==> config.mk <==
export PLATFORM = sky130hd
export DESIGN_NAME = inv_sub_byte_seq
export DESIGN_NICKNAME = d
export VERILOG_FILES = /design/src/rtl/aes_pkg.sv /design/src/rtl/inv_sbox.sv /design/src/rtl/inv_sub_byte_seq.sv
export SDC_FILE = /design/constraint.sdc
export NUM_CORES = 1
export LEC_CHECK = 0
export ABC_AREA = 1
export CAP_MARGIN = 40
export CORE_ASPECT_RATIO = 1.25
export CORE_MARGIN = 2
export CORE_UTILIZATION = 45
export DETAILED_ROUTE_END_ITERATION = 12
export PLACE_DENSITY_LB_ADDON = 0.15
export SLEW_MARGIN = 40
export SYNTH_ARGS = -nofsm -noshare
export SYNTH_HDL_FRONTEND = slang
export SYNTH_SLANG_ARGS = --single-unit
==> constraint.sdc <==
create_clock -name clk -period 16.06 [get_ports clk]
set_clock_uncertainty 0.2 [all_clocks]
set_input_delay 3.212 -clock clk [delete_from_list [all_inputs] [get_ports clk]]
set_output_delay 3.212 -clock clk [all_outputs]
set_load 0.03 [all_outputs]
==> src/rtl/aes_pkg.sv <==
// Shared AES definitions: widths, FSM state type, GF((2^4)^2) helpers for the
// composite-field inverse S-box, and the FIPS-197 inverse S-box table.
package aes_pkg;

  localparam int AES_BLOCK_W = 128;
  localparam int AES_BYTE_W  = 8;

  typedef enum logic [1:0] {
    ST_IDLE = 2'd0,
    ST_BUSY = 2'd1,
    ST_DONE = 2'd2
  } inv_sb_state_e;

  function automatic logic [3:0] squarer(input logic [3:0] x);
    return {x[3], x[3] ^ x[2], x[2] ^ x[1], x[3] ^ x[1] ^ x[0]};
  endfunction

  function automatic logic [3:0] mult_lambda(input logic [3:0] x);
    return {x[2] ^ x[0], x[3] ^ x[2] ^ x[1] ^ x[0], x[3], x[2]};
  endfunction

  function automatic logic [1:0] mult_gf2(input logic [1:0] a, input logic [1:0] b);
    return {(a[1] & b[1]) ^ (a[0] & b[1]) ^ (a[1] & b[0]), (a[1] & b[1]) ^ (a[0] & b[0])};
  endfunction

  function automatic logic [1:0] mult_phi(input logic [1:0] x);
    return {x[1] ^ x[0], x[1]};
  endfunction

  // GF(2^4) product built from three GF(2^2) products (Karatsuba form).
  function automatic logic [3:0] mult_gf2_4(input logic [3:0] q, input logic [3:0] w);
    logic [1:0] hh;
    logic [1:0] ll;
    logic [1:0] mid;
    hh  = mult_gf2(q[3:2], w[3:2]);
    ll  = mult_gf2(q[1:0], w[1:0]);
    mid = mult_gf2(q[3:2] ^ q[1:0], w[3:2] ^ w[1:0]);
    return {mid ^ ll, ll ^ mult_phi(hh)};
  endfunction

  function automatic logic [3:0] mult_inv_gf2_4(input logic [3:0] x);
    logic [3:0] q;
    q[3] = x[3] ^ (x[3] & x[2] & x[1]) ^ (x[3] & x[0]) ^ x[2];
    q[2] = (x[3] & x[2] & x[1]) ^ (x[3] & x[2] & x[0]) ^ (x[3] & x[0]) ^ x[2] ^ (x[2] & x[1]);
    q[1] = x[3] ^ (x[3] & x[2] & x[1]) ^ (x[3] & x[1] & x[0]) ^ x[2] ^ (x[2] & x[0]) ^ x[1];
    q[0] = (x[3] & x[2] & x[1]) ^ (x[3] & x[2] & x[0]) ^ (x[3] & x[1]) ^ (x[3] & x[1] & x[0])
         ^ (x[3] & x[0]) ^ x[2] ^ (x[2] & x[1]) ^ (x[2] & x[1] & x[0]) ^ x[1] ^ x[0];
    return q;
  endfunction

  function automatic logic [7:0] iso_map(input logic [7:0] x);
    logic [7:0] q;
    q[7] = x[7] ^ x[5];
    q[6] = x[7] ^ x[6] ^ x[4] ^ x[3] ^ x[2] ^ x[1];
    q[5] = x[7] ^ x[5] ^ x[3] ^ x[2];
    q[4] = x[7] ^ x[5] ^ x[3] ^ x[2] ^ x[1];
    q[3] = x[7] ^ x[6] ^ x[2] ^ x[1];
    q[2] = x[7] ^ x[4] ^ x[3] ^ x[2] ^ x[1];
    q[1] = x[6] ^ x[4] ^ x[1];
    q[0] = x[6] ^ x[1] ^ x[0];
    return q;
  endfunction

  function automatic logic [7:0] inv_iso_map(input logic [7:0] x);
    logic [7:0] q;
    q[7] = x[7] ^ x[6] ^ x[5] ^ x[1];
    q[6] = x[6] ^ x[2];
    q[5] = x[6] ^ x[5] ^ x[1];
    q[4] = x[6] ^ x[5] ^ x[4] ^ x[2] ^ x[1];
    q[3] = x[5] ^ x[4] ^ x[3] ^ x[2] ^ x[1];
    q[2] = x[7] ^ x[4] ^ x[3] ^ x[2] ^ x[1];
    q[1] = x[5] ^ x[4];
    q[0] = x[6] ^ x[5] ^ x[4] ^ x[2] ^ x[0];
    return q;
  endfunction

  // Inverse of the S-box affine transform, including its 0x63 constant.
  function automatic logic [7:0] inv_affine(input logic [7:0] x);
    logic [7:0] b;
    b[0] = ~(x[2] ^ x[5] ^ x[7]);
    b[1] = x[3] ^ x[6] ^ x[0];
    b[2] = ~(x[4] ^ x[7] ^ x[1]);
    b[3] = x[5] ^ x[0] ^ x[2];
    b[4] = x[6] ^ x[1] ^ x[3];
    b[5] = x[7] ^ x[2] ^ x[4];
    b[6] = x[0] ^ x[3] ^ x[5];
    b[7] = x[1] ^ x[4] ^ x[6];
    return b;
  endfunction

  localparam logic [7:0] INV_SBOX [256] = '{
    8'h52, 8'h09, 8'h6a, 8'hd5, 8'h30, 8'h36, 8'ha5, 8'h38, 8'hbf, 8'h40, 8'ha3, 8'h9e, 8'h81, 8'hf3, 8'hd7, 8'hfb,
    8'h7c, 8'he3, 8'h39, 8'h82, 8'h9b, 8'h2f, 8'hff, 8'h87, 8'h34, 8'h8e, 8'h43, 8'h44, 8'hc4, 8'hde, 8'he9, 8'hcb,
    8'h54, 8'h7b, 8'h94, 8'h32, 8'ha6, 8'hc2, 8'h23, 8'h3d, 8'hee, 8'h4c, 8'h95, 8'h0b, 8'h42, 8'hfa, 8'hc3, 8'h4e,
    8'h08, 8'h2e, 8'ha1, 8'h66, 8'h28, 8'hd9, 8'h24, 8'hb2, 8'h76, 8'h5b, 8'ha2, 8'h49, 8'h6d, 8'h8b, 8'hd1, 8'h25,
    8'h72, 8'hf8, 8'hf6, 8'h64, 8'h86, 8'h68, 8'h98, 8'h16, 8'hd4, 8'ha4, 8'h5c, 8'hcc, 8'h5d, 8'h65, 8'hb6, 8'h92,
    8'h6c, 8'h70, 8'h48, 8'h50, 8'hfd, 8'hed, 8'hb9, 8'hda, 8'h5e, 8'h15, 8'h46, 8'h57, 8'ha7, 8'h8d, 8'h9d, 8'h84,
    8'h90, 8'hd8, 8'hab, 8'h00, 8'h8c, 8'hbc, 8'hd3, 8'h0a, 8'hf7, 8'he4, 8'h58, 8'h05, 8'hb8, 8'hb3, 8'h45, 8'h06,
    8'hd0, 8'h2c, 8'h1e, 8'h8f, 8'hca, 8'h3f, 8'h0f, 8'h02, 8'hc1, 8'haf, 8'hbd, 8'h03, 8'h01, 8'h13, 8'h8a, 8'h6b,
    8'h3a, 8'h91, 8'h11, 8'h41, 8'h4f, 8'h67, 8'hdc, 8'hea, 8'h97, 8'hf2, 8'hcf, 8'hce, 8'hf0, 8'hb4, 8'he6, 8'h73,
    8'h96, 8'hac, 8'h74, 8'h22, 8'he7, 8'had, 8'h35, 8'h85, 8'he2, 8'hf9, 8'h37, 8'he8, 8'h1c, 8'h75, 8'hdf, 8'h6e,
    8'h47, 8'hf1, 8'h1a, 8'h71, 8'h1d, 8'h29, 8'hc5, 8'h89, 8'h6f, 8'hb7, 8'h62, 8'h0e, 8'haa, 8'h18, 8'hbe, 8'h1b,
    8'hfc, 8'h56, 8'h3e, 8'h4b, 8'hc6, 8'hd2, 8'h79, 8'h20, 8'h9a, 8'hdb, 8'hc0, 8'hfe, 8'h78, 8'hcd, 8'h5a, 8'hf4,
    8'h1f, 8'hdd, 8'ha8, 8'h33, 8'h88, 8'h07, 8'hc7, 8'h31, 8'hb1, 8'h12, 8'h10, 8'h59, 8'h27, 8'h80, 8'hec, 8'h5f,
    8'h60, 8'h51, 8'h7f, 8'ha9, 8'h19, 8'hb5, 8'h4a, 8'h0d, 8'h2d, 8'he5, 8'h7a, 8'h9f, 8'h93, 8'hc9, 8'h9c, 8'hef,
    8'ha0, 8'he0, 8'h3b, 8'h4d, 8'hae, 8'h2a, 8'hf5, 8'hb0, 8'hc8, 8'heb, 8'hbb, 8'h3c, 8'h83, 8'h53, 8'h99, 8'h61,
    8'h17, 8'h2b, 8'h04, 8'h7e, 8'hba, 8'h77, 8'hd6, 8'h26, 8'he1, 8'h69, 8'h14, 8'h63, 8'h55, 8'h21, 8'h0c, 8'h7d
  };

endpackage

==> src/rtl/inv_sbox.sv <==
// Combinational AES inverse S-box. INV_SUBBYTE_LUT_EN selects a 256-entry table;
// otherwise the inverse is computed in the composite field GF((2^4)^2).
module inv_sbox
  import aes_pkg::*;
(
  input  logic [AES_BYTE_W-1:0] in_byte,
  output logic [AES_BYTE_W-1:0] out_byte
);

`ifdef INV_SUBBYTE_LUT_EN
  assign out_byte = INV_SBOX[in_byte];
`else
  logic [7:0] a_s;
  logic [3:0] ah_s;
  logic [3:0] al_s;
  logic [3:0] d_s;
  logic [3:0] dinv_s;

  // (ah*x + al)^-1 = ah*d^-1 * x + (ah^al)*d^-1 with d = lambda*ah^2 + al*(ah^al).
  always_comb begin
    a_s      = iso_map(inv_affine(in_byte));
    ah_s     = a_s[7:4];
    al_s     = a_s[3:0];
    d_s      = mult_lambda(squarer(ah_s)) ^ mult_gf2_4(ah_s ^ al_s, al_s);
    dinv_s   = mult_inv_gf2_4(d_s);
    out_byte = inv_iso_map({mult_gf2_4(ah_s, dinv_s), mult_gf2_4(ah_s ^ al_s, dinv_s)});
  end
`endif

endmodule

==> src/rtl/inv_sub_byte_seq.sv <==
// Iterative AES InvSubBytes: a bank of BYTES_PER_CYCLE inverse S-boxes sweeps the
// 128-bit state one chunk per cycle. Build macro INV_SUBBYTE_LUT_EN picks LUT S-boxes.
module inv_sub_byte_seq
  import aes_pkg::*;
#(
  parameter int BYTES_PER_CYCLE = 4
) (
  input  logic                   clk,
  input  logic                   reset,
  input  logic [AES_BLOCK_W-1:0] invsubbyte_data_in,
  input  logic                   invsubbyte_valid_in,
  output logic                   invsubbyte_ready_out,
  output logic [AES_BLOCK_W-1:0] invsubbyte_data_out,
  output logic                   invsubbyte_valid_out,
  input  logic                   invsubbyte_ready_in
);

  localparam int NCHUNK  = 16 / BYTES_PER_CYCLE;
  localparam int CHUNK_W = BYTES_PER_CYCLE * AES_BYTE_W;
  localparam int CNT_W   = (NCHUNK > 1) ? $clog2(NCHUNK) : 1;
  localparam logic [AES_BLOCK_W-1:0] CHUNK_MASK = AES_BLOCK_W'({CHUNK_W{1'b1}});

  inv_sb_state_e          state_q, state_d;
  logic [AES_BLOCK_W-1:0] work_q, work_d;
  logic [CNT_W-1:0]       cnt_q, cnt_d;
  logic                   valid_q, valid_d;
  logic                   ready_out_s;
  logic                   last_chunk_s;
  logic [7:0]             chunk_shift_s;
  logic [CHUNK_W-1:0]     chunk_in_s;
  logic [CHUNK_W-1:0]     chunk_out_s;
  logic [AES_BLOCK_W-1:0] work_upd_s;

  for (genvar g = 0; g < BYTES_PER_CYCLE; g++) begin : g_sbox
    inv_sbox u_inv_sbox (
      .in_byte (chunk_in_s[g*AES_BYTE_W +: AES_BYTE_W]),
      .out_byte(chunk_out_s[g*AES_BYTE_W +: AES_BYTE_W])
    );
  end

  // Route the active chunk through the S-box bank and merge the result back in place.
  always_comb begin
    chunk_shift_s = 8'(cnt_q) * 8'(CHUNK_W);
    chunk_in_s    = CHUNK_W'(work_q >> chunk_shift_s);
    work_upd_s    = (work_q & ~(CHUNK_MASK << chunk_shift_s))
                  | (AES_BLOCK_W'(chunk_out_s) << chunk_shift_s);
    last_chunk_s  = (cnt_q == CNT_W'(NCHUNK - 1));
  end

  // Next-state logic for the IDLE/BUSY/DONE handshake controller.
  always_comb begin
    state_d     = state_q;
    work_d      = work_q;
    cnt_d       = cnt_q;
    valid_d     = valid_q;
    ready_out_s = 1'b0;
    case (state_q)
      ST_IDLE: begin
        ready_out_s = 1'b1;
        if (invsubbyte_valid_in) begin
          work_d  = invsubbyte_data_in;
          cnt_d   = CNT_W'(0);
          state_d = ST_BUSY;
        end else begin
          state_d = ST_IDLE;
        end
      end
      ST_BUSY: begin
        work_d = work_upd_s;
        if (last_chunk_s) begin
          valid_d = 1'b1;
          state_d = ST_DONE;
        end else begin
          cnt_d = cnt_q + CNT_W'(1);
        end
      end
      ST_DONE: begin
        // Downstream acceptance frees the slot, so a new block can load in the same edge.
        ready_out_s = invsubbyte_ready_in;
        if (invsubbyte_ready_in) begin
          valid_d = 1'b0;
          if (invsubbyte_valid_in) begin
            work_d  = invsubbyte_data_in;
            cnt_d   = CNT_W'(0);
            state_d = ST_BUSY;
          end else begin
            state_d = ST_IDLE;
          end
        end else begin
          state_d = ST_DONE;
        end
      end
      default: begin
        state_d = ST_IDLE;
        cnt_d   = CNT_W'(0);
        valid_d = 1'b0;
      end
    endcase
  end

  // State, work register and output flops with synchronous reset.
  always_ff @(posedge clk) begin
    if (reset) begin
      state_q <= ST_IDLE;
      work_q  <= {AES_BLOCK_W{1'b0}};
      cnt_q   <= CNT_W'(0);
      valid_q <= 1'b0;
    end else begin
      state_q <= state_d;
      work_q  <= work_d;
      cnt_q   <= cnt_d;
      valid_q <= valid_d;
    end
  end

  assign invsubbyte_ready_out = ready_out_s;
  assign invsubbyte_data_out  = work_q;
  assign invsubbyte_valid_out = valid_q;

endmodule

==> flow_summary_export.csv <==
group,metric,value,unit
status,status,"finished clean",
logic_synthesis,synth-edff-count,0,
worst_setup_path,r2r_end,"invsubbyte_data_out[40]",
floorplan,start_util,45.41,%
worst_setup_path,crit_path_start_kind,"primary input",
worst_setup_path,path_cells,"clkdlybuf4s50_1 > nor2_1 > nor2_2 > clkdlybuf4s50_1",
worst_setup_path,critPathKind,"in -> out",
logic_synthesis,synthesis.area,0.01597,mm2
logic_synthesis,async_flop_share,0,%
detailed_routing,drc_errors,0,
worst_hold_path,hold_path_class,"reg -> reg",
cts,cts_root_buffer,"clkbuf_16",
logic_synthesis,syn-num-nets,3147,
sta,tns,0,ns
grt,grt_max_degree,86,
detailed_routing,drt_iter0_markers,1557,
worst_setup_path,reg2regPathDepth,40,
grt,grt-ovfl-total,0,
detailed_routing,routedWlPerCell,17.06,um
worst_setup_path,rrSetupSlack,8.23,ns
sta,max_slew.worst_pin.slew,0.8264,ns
floorplan,dieHeight,214.6,um
detailed_routing,routed_via_density,5.597,
detailed_routing,wirelength,62390,um
grt,grt_pass1_vias,18950,
worst_setup_path,r2r-start,"cnt_q[0]",
sta,setup_viol,0,
worst_hold_path,hold_start,"invsubbyte_valid_out",
floorplan,coreArea,0.03517,mm2
grt,antenna_found_initial,5,
layout,area_delta_synth_final,21.43,%
run,maxCapViolations,0,
layout,fill_cells,3670,
place,hpwlAfterDp,45640,um
worst_setup_path,cp_max_fo,3,
cts,cts.repair.resized,0,
layout,finalNetCount,3315,
cts,insertion_delay,0.45,ns
floorplan,row_count,77,
sta,fin_crit,8.130,ns
sta,drv_slew,0,
logic_synthesis,ys_warn_count,0,
cts,htreeDepth,4,
detailed_routing,drtAntennaViolNets,0,
logic_synthesis,yosysSeqAreaShare,16.67,%
cts,cts_sinks,133,
grt,grt_first_pass_wirelength,97370,um
place,globalplace.congestion,0.9867,
place,io_buffers,261,
floorplan,io_pins,262,
logic_synthesis,synth_area_per_cell,5.326,um2
cts,path_clk_slew,0.06,ns
cts,cts.path.max_buffers,2,
logic_synthesis,synthCells,2998,
sta,max_freq,123.0,MHz
logic_synthesis,ys.flop_type,"dfxtp_1",
worst_hold_path,hold_end,"invsubbyte_valid_out",
worst_setup_path,required,12.65,ns
logic_synthesis,synth_seq_cells,133,
cts,cts_setup_buffers,0,
worst_setup_path,crit_arrival,4.72,ns
sta,grt_setup_unrepaired,"no",
worst_setup_path,crit_slowest_cell,"clkdlybuf4s50_1",
detailed_routing,drt_pass1_iterations,6,
cts,hold_buffers,0,
sta,period_share,50.62,%
detailed_routing,via_count,20470,
worst_setup_path,critPathMostFrequentCell,"clkdlybuf4s50_1",
sta,max_slew_margin,44.91,%
cts,cts_tree,"built",
grt,grt_util_all_layers,32.91,%
worst_hold_path,hold_depth,2,
logic_synthesis,synthDistinctLibCells,45,
cts,numCtsBuffers,17,
floorplan,dieArea,0.03702,mm2
worst_setup_path,worstSetupEndpointType,"output pin",
worst_setup_path,critical_path.max_stage_delay,0.73,ns
sta,timing_hold_violations_final,0,
floorplan,die_x,172.5,um
layout,final_layout_size_suffix_gt1_share,7.080,%
==> routing by layer <==
layer | wire length (um) | up-vias | share of wire (%) | global-route usage [%]
li1 | - | 10140 | - | -
met3 | 3514 | 141 | 5.6 | 4.116
met2 | 30560 | 756 | 49 | 57.36
met5 | 0 | - | 0 | 0
met1 | 25750 | 9430 | 41 | 39.57
met4 | 2568 | 0 | 4.1 | 15.57
==> logic make-up (layout without fill, tap and decap cells) <==
logic type	count (synthesis)	count (layout)	share of synthesized area (%)
muxes	1	1	0.07052
AOI/OAI and AO/OA	440	440	15.08
and+or+nand+nor	1992	1992	53.42
DFF	133	133	16.67
other	0	5	0
buffers and inverters	349	529	9.050
xor gates and xnor gates	66	66	4.372
adders and majority gates	17	17	1.332
==> how the worst max path moves through the flow <==
stage                        start                 endpoint  slack, ns  cells after the start
6_report       invsubbyte_ready_in     invsubbyte_ready_out       7.93                      4
5_1_grt                   cnt_q[0]  invsubbyte_data_out[55]       7.46                     42
4_1_cts        invsubbyte_ready_in     invsubbyte_ready_out       7.94                      4
3_5_place_dp   invsubbyte_ready_in     invsubbyte_ready_out       7.94                      4
3_3_place_gp   invsubbyte_ready_in     invsubbyte_ready_out       7.93                      4
2_1_floorplan  invsubbyte_ready_in     invsubbyte_ready_out       8.53                      4
==> cells in the mapped netlist, drive strengths merged (20+ instances only) <==
cell / instances / area share, %
nor2: 130 / 3.2
inv: 217 / 5.1
dfxtp: 133 / 17
o21ai: 132 / 4.2
or2: 20 / 0.78
nand2: 1348 / 33
buf: 42 / 1.8
nand3: 427 / 14
clkbuf: 89 / 2.1
nand4: 43 / 1.7
a21oi: 254 / 8.1
a221oi: 32 / 1.8
xor2: 47 / 3.2
==> stage by stage <==
| step | worst slack, ns | cells | area [um2] | hold slack (ns) | utilization (%) |
|---|---|---|---|---|---|
| floorplan | 8.529 | 2998 | 15970 | 0.3371 | - |
| global placement | 7.931 | 3617 | 18710 | 0.2677 | 53.19 |
| detailed placement | 7.938 | 3619 | 18770 | 0.2728 | 53.37 |
| CTS | 7.936 | 3650 | 19340 | 0.2831 | 54.99 |
| global route | 7.456 | 3657 | 19390 | 0.3005 | 55.14 |
| finish | 7.930 | 3657 | 19390 | 0.2844 | 55.14 |
==> flip-flops by register name, indices dropped and copies added (netlist names) <==
signal                cells
invsubbyte_data_out     128
state_q                   2
cnt_q                     2
invsubbyte_valid_out      1
==> placed cells by master, fill, tap and decap left out, types with 2 or more instances in the layout <==
master	instances
nor2_1	120
xor2_1	39
xor2_2	4
inv_4	5
a21oi_1	252
inv_6	4
inv_1	176
nor2_4	4
nor3_1	4
o211ai_1	7
nand3b_1	19
buf_6	3
o21ai_0	108
nand3_2	8
clkinv_2	4
clkdlybuf4s50_1	260
nand3_1	419
buf_4	13
inv_2	36
o21ai_1	23
nand2_2	77
a21o_1	3
nand2_1	1266
nand2_4	5
a221oi_1	32
nand4_1	43
diode_2	5
o31ai_1	7
dfxtp_1	131
dfxtp_4	2
xnor2_2	2
nor2_2	6
buf_12	3
clkbuf_16	18
xnor2_1	17
xor2_4	4
clkinv_4	3
or2_2	16
or2_1	4
ha_1	17
==> layout make-up <==
type / count / area [um2] / area share [%]
diodes: 5 / 12.51 / 0.06453
clock buffers: 18 / 450.4 / 2.323
clock inverters: 13 / 120.1 / 0.6195
inverters: 218 / 829.5 / 4.278
multi-input cells: 2516 / 11890 / 61.33
flip-flops and latches: 133 / 2670 / 13.77
well taps: 474 / 593.1 / 3.059
repair buffers: 280 / 2821 / 14.55
==> worst max-delay path: cells and delay by family <==
kind          cells  cell delay (ns)
buf+inv           2             1.21
simple gates      2             0.30
Power is not shown: default switching activity piles up to over one toggle a cycle in this logic, so the estimate is an artifact.
